$ cat src/rtl/shader_spi_pkg.sv
// shader_spi_pkg: shared types and constants for the shader SPI host
package shader_spi_pkg;
  localparam int SPI_BYTE_W = 8;
  localparam int SPI_BIT_CNT_W = 3;
  localparam logic SPI_CS_ACTIVE = 1'b0;
  typedef enum logic [2:0] {IDLE, SETUP, SHIFT, WAIT, HOLD, GAP} spi_state_e;
endpackage

$ cat src/rtl/shader_spi_clkgen.sv
// shader_spi_clkgen: H-cycle phase counter, ticks when a phase has lasted CLK_DIV cycles
module shader_spi_clkgen #(
  parameter int CLK_DIV = 4
) (
  input  logic clk,
  input  logic rst_n,
  input  logic en,
  input  logic reload,
  output logic phase_tick
);
  localparam logic [7:0] RELOAD = 8'(CLK_DIV - 1);
  logic [7:0] cnt_q, cnt_d;
  assign phase_tick = en && (cnt_q == 8'd0);
  // restart the phase on any state change or completed phase, otherwise count down
  always_comb begin
    cnt_d = (reload || phase_tick) ? RELOAD : en ? cnt_q - 8'd1 : cnt_q;
  end
  // counter register
  always_ff @(posedge clk or negedge rst_n) begin
    if (!rst_n) cnt_q <= RELOAD;
    else cnt_q <= cnt_d;
  end
endmodule

$ cat src/rtl/shader_spi_host.sv
// shader_spi_host: mode-0 MSB-first SPI host; SHADER_SPI_HOST_RX_EN enables MISO capture
module shader_spi_host #(
  parameter int CLK_DIV = 4
) (
  input  logic       clk,
  input  logic       rst_n,
  input  logic [7:0] tx_data,
  input  logic       tx_last,
  input  logic       tx_valid,
  output logic       tx_ready,
  output logic [7:0] rx_data,
  output logic       rx_valid,
  output logic       busy,
  output logic       spi_cs,
  output logic       spi_sclk,
  output logic       spi_mosi,
  input  logic       spi_miso
);
  import shader_spi_pkg::*;
  spi_state_e state_q, state_d;
  logic [SPI_BYTE_W-1:0] tx_q, tx_d;
  logic [SPI_BIT_CNT_W-1:0] bit_q, bit_d;
  logic last_q, last_d, sclk_q, sclk_d, cs_q, cs_d, ready_q, ready_d, tick, hs;
  assign hs = tx_valid && ready_q;
  shader_spi_clkgen #(.CLK_DIV(CLK_DIV)) u_clkgen (
    .clk(clk),
    .rst_n(rst_n),
    .en(!(state_q inside {IDLE, WAIT})),
    .reload(state_d != state_q),
    .phase_tick(tick)
  );
  // next-state, TX shifter, bit counter and registered SPI pin values
  always_comb begin
    state_d = state_q;
    tx_d = tx_q;
    last_d = last_q;
    bit_d = bit_q;
    sclk_d = sclk_q;
    case (state_q)
      IDLE, WAIT: if (hs) begin
        state_d = SETUP;
        tx_d = tx_data;
        last_d = tx_last;
        bit_d = '0;
      end
      SETUP: state_d = tick ? SHIFT : SETUP;
      SHIFT: if (tick) begin
        sclk_d = !sclk_q;
        if (sclk_q) begin
          tx_d = {tx_q[SPI_BYTE_W-2:0], 1'b0};
          bit_d = bit_q + 3'd1;
          if (bit_q == 3'd7) state_d = last_q ? HOLD : WAIT;
        end
      end
      HOLD: state_d = tick ? GAP : HOLD;
      GAP: state_d = tick ? IDLE : GAP;
      default: state_d = IDLE;
    endcase
    cs_d = (state_d inside {IDLE, GAP}) ? ~SPI_CS_ACTIVE : SPI_CS_ACTIVE;
    ready_d = state_d inside {IDLE, WAIT};
  end
  // FSM and datapath registers; ready is registered so it is low while in reset
  always_ff @(posedge clk or negedge rst_n) begin
    if (!rst_n) begin
      state_q <= IDLE;
      tx_q <= '0;
      last_q <= 1'b0;
      bit_q <= '0;
      sclk_q <= 1'b0;
      cs_q <= ~SPI_CS_ACTIVE;
      ready_q <= 1'b0;
    end else begin
      state_q <= state_d;
      tx_q <= tx_d;
      last_q <= last_d;
      bit_q <= bit_d;
      sclk_q <= sclk_d;
      cs_q <= cs_d;
      ready_q <= ready_d;
    end
  end
  assign tx_ready = ready_q;
  assign busy = state_q != IDLE;
  assign spi_cs = cs_q;
  assign spi_sclk = sclk_q;
  assign spi_mosi = tx_q[SPI_BYTE_W-1];
`ifdef SHADER_SPI_HOST_RX_EN
  logic [SPI_BYTE_W-1:0] rx_sh_q, rx_sh_d, rx_data_q, rx_data_d;
  logic rx_valid_q, rx_valid_d, sample;
  assign sample = tick && state_q == SHIFT && !sclk_q;
  // sample MISO on each rise; publish the byte on the 8th fall
  always_comb begin
    rx_valid_d = tick && state_q == SHIFT && sclk_q && bit_q == 3'd7;
    rx_sh_d = sample ? {rx_sh_q[SPI_BYTE_W-2:0], spi_miso} : rx_sh_q;
    rx_data_d = rx_valid_d ? rx_sh_q : rx_data_q;
  end
  // capture registers
  always_ff @(posedge clk or negedge rst_n) begin
    if (!rst_n) begin
      rx_sh_q <= '0;
      rx_data_q <= '0;
      rx_valid_q <= 1'b0;
    end else begin
      rx_sh_q <= rx_sh_d;
      rx_data_q <= rx_data_d;
      rx_valid_q <= rx_valid_d;
    end
  end
  assign rx_data = rx_data_q;
  assign rx_valid = rx_valid_q;
`else
  logic unused_miso;
  assign unused_miso = spi_miso;
  assign rx_data = '0;
  assign rx_valid = 1'b0;
`endif
endmodule

$ cat config.mk
export PLATFORM = sky130hd
export DESIGN_NAME = shader_spi_host
export DESIGN_NICKNAME = d
export VERILOG_FILES = /design/src/rtl/shader_spi_pkg.sv /design/src/rtl/shader_spi_clkgen.sv /design/src/rtl/shader_spi_host.sv
export SDC_FILE = /design/constraint.sdc
export NUM_CORES = 1
export LEC_CHECK = 0
export ABC_CLOCK_PERIOD_IN_PS = 2800
export CAP_MARGIN = 20
export CELL_PAD_IN_SITES_DETAIL_PLACEMENT = 1
export CELL_PAD_IN_SITES_GLOBAL_PLACEMENT = 2
export CORE_ASPECT_RATIO = 1.4
export CORE_MARGIN = 3
export CORE_UTILIZATION = 32
export CTS_CLUSTER_DIAMETER = 200
export DETAILED_ROUTE_END_ITERATION = 8
export PLACE_DENSITY = 0.76
export SLEW_MARGIN = 30
export SYNTH_ARGS = -nofsm -noshare
export SYNTH_HDL_FRONTEND = slang
export SYNTH_SLANG_ARGS = --single-unit
$ cat constraint.sdc
create_clock -name clk -period 2.8 [get_ports clk]
set_input_delay 0.56 -clock clk [delete_from_list [all_inputs] [get_ports clk]]
set_output_delay 0.56 -clock clk [all_outputs]
set_load 0.01 [all_outputs]
==> summary.md <==
| Metric | Value |
|---|---|
| Detailed Place HPWL | 2350 um |
| Hold Crit Class | reg -> reg |
| Hold_ws | 0.495 ns |
| Final-report setup violation count | 0 |
| Largest net degree at the start of global routing | 27 |
| Worst-Margin Slew | 0.744 ns |
| DIE AREA | 0.00548 mm^2 |
| Leak | 0.000743 uW |
| Average wire per standard cell | 14.1 um |
| RSZ-0062 raised after global routing | false |
| CP Buf/Inv Count | 0 |
| Critical Path Start Type | flop |
| Clock Skew | 0.00755 ns |
| Core area | 0.00434 mm^2 |
| Vias per cell | 4.84 |
| Root buffer cell | clkbuf_8 |
| Status | finished, final reports clean |
| Ports | 27 |
| Final instance area | 0.00171 mm^2 |
| Leading cell type in the layout, fill and taps excluded | dfrtp_1 |
| Initial core utilization | 34.0% |
| Nets | 177 |
| Drt total wl | 3090 um |
| Multi-input logic area | 741 um^2 |
| Mapped Area | 0.00148 mm^2 |
| Fmax | 414 MHz |
| Crit-path max cell delay | 0.60 ns |
| Sequential area share after synthesis | 44.2% |
| Post-place setup slack | 0.381 ns |
| Synth Warn # | 0 |
| Placed cell count | 215 |
| Final setup TNS | 0 ns |
| GRT Residual Overflow | 0 |
| Post-CTS Setup Bufs | 0 |
| Width of the chip | 63.5 um |
| Initial antenna violation count | 0 |
| Syn Inst Count | 143 |
| Leading cell types in the layout, fill and taps excluded | dfrtp_1 (23), clkdlybuf4s50_1 (16), nor2_1 (15), nand2_1 (15), o21ai_0 (11) |
| Yosys reg bits | 26 |
| Predominant post-synthesis flop cell | dfrtp_1 |
| Post-synth cell types | 41 |
| Vias in the first global route | 1146 |
| Crit path max-delay family | simple AND/OR/NAND/NOR gates |
| Residual DRC | 0 |
| Critical path peak fanout | 19 |
| DR pass1 iterations | 3 |
| Endpoint class of the critical path | flop |
| Initial DRC count | 8 |
| Clock latency on the worst-skew pair | 0.28 ns |
| Asr flop ratio synth | 100% |
| Hold Buf Count CTS | 0 |
| Cell Rows | 28 |
| Final hold violation count | 0 |
| Setup WS post-layout | 0.386 ns |
| Fin crit period | 2.41 ns |
| Global-route wire length before repair | 5510 um |
| Die height | 86.4 um |
| Port bufs | 16 |
| Worst vdd ir | 0.224 mV |
| Diodes inserted | 0 |
| TritonCTS Buffers | 3 |
| Max Buffers Root-to-Sink | 2 |
| Number of max-cap violations | 0 |
| Cell Chain, Critical Path | or4_4 > nor3_4 > a32oi_2 > mux2_2 |
| Layout overhead on the synthesized area | 15.7% |
| Register area | 654 um^2 |
| Fin crit share | 86.2% |
| Final Wtd Congestion | 0.717 |
| GRT Resource Usage Total | 12.9% |
| Required time worst endpoint | 2.97 ns |
| Vias after detailed routing | 1060 |
| Dpl cell area | 0.00166 mm^2 |
| EDFF count, synth | 0 |
| Fin. max-slew vios | 0 |
| Clock Sinks | 26 |
| Power per cell area | 382 mW/mm^2 |
| Post-CTS Resized | 0 |
| Non-filler cells, final | 219 |
| Critical Path AT | 2.59 ns |
| Clock slew at reported path FFs | 0.09 ns |
| Proportion of layout cells with a drive suffix above 1 | 12.6% |
| CTS tree | built |
| Fillcell total | 520 |
| H-tree depth | 1 |
| Number of antenna-violating nets in the routed design | 0 |
| Worst slew margin | 50.4% |
| Crit path kind | reg -> reg |
| CP max stage cell | or4_4 |
| Mean Syn Cell Area | 10.3 um^2 |
## power breakdown
group / internal (uW) / total [uW] / switching, uW / leakage, uW
sequential: 375 / 375 / 0 / 0.000327
combinational: 14.5 / 29.9 / 15.4 / 0.000387
clock: 126 / 248 / 122 / 0.0000288
total: 516 / 653 / 138 / 0.000743
## state kept, by name (all words and copies together) (netlist names)
| signal | flops |
|---|---|
| state_q | 3 |
| spi_cs | 1 |
| tx_ready | 1 |
| spi_sclk | 1 |
| last_q | 1 |
| u_clkgen.cnt_q | 8 |
| bit_q | 3 |
| tx_q | 8 |
## cell type report
type                    count  area share [%]
clock buffers               4            3.22
well taps                  60            4.39
flip-flops and latches     26            38.2
inverters                   3           0.658
multi-input cells         108            43.3
repair buffers             18            10.2
## cell usage after synthesis (all sizes together), types with 4 or more instances
cell type  number  area share [%]
ha              4             3.4
nor2           15             3.8
buf            13             6.7
nand2          15             3.8
nand2b          4             1.7
xor2            6             3.6
nor3            4             2.1
o21ai          11             3.7
dfrtp          23              39
xnor2           4             2.4
mux2i           8             6.3
## per-stage QoR
step / power [uW] / util, %
finish: 653 / 39.4
global placement: 412 / 38.1
CTS: 663 / 39.4
floorplan: 398 / -
global route: 684 / 39.4
detailed placement: 413 / 38.1
## metal layers
metal  GRT usage [%]  part of all wire (%)  wire (um)
met5               0                     0          0
met4            5.89                   1.9         60
met3            2.08                   2.6         80
met2            23.9                    55       1690
met1            14.3                    41       1260
## cells by family (layout without fill, tap and decap cells)
logic type / Yosys count / after routing / synth area share [%]
simple gates: 51 / 51 / 17.5
flops: 26 / 26 / 44.2
compound gates: 24 / 24 / 13.2
buf+inv: 17 / 25 / 7.70
xor+xnor: 10 / 10 / 5.92
mux: 10 / 10 / 7.78
fa+ha+maj: 4 / 4 / 3.38
other cells: 1 / 9 / 0.254
## worst min-delay path, delay by kind of cell, from the launching register on
family / cells / cell delay (ns)
compound gates: 1 / 0.06
simple gates: 1 / 0.05
flops: 1 / 0.36
## path summary, 6_finish.rpt
path / start / cells past startpoint / end / slack [ns]
min: tx_q[2] / 2 / tx_q[2] / 0.49
max in group asynchronous: rst_n / 2 / spi_cs / 1.84
min in group asynchronous: rst_n / 2 / u_clkgen.cnt_q[5] / 0.65
max reg2reg: u_clkgen.cnt_q[2] / 4 / bit_q[0] / 0.39
min reg2reg: tx_q[2] / 2 / tx_q[2] / 0.49
max: u_clkgen.cnt_q[2] / 4 / bit_q[0] / 0.39
Note: power is estimated with default switching activity, not from simulation.
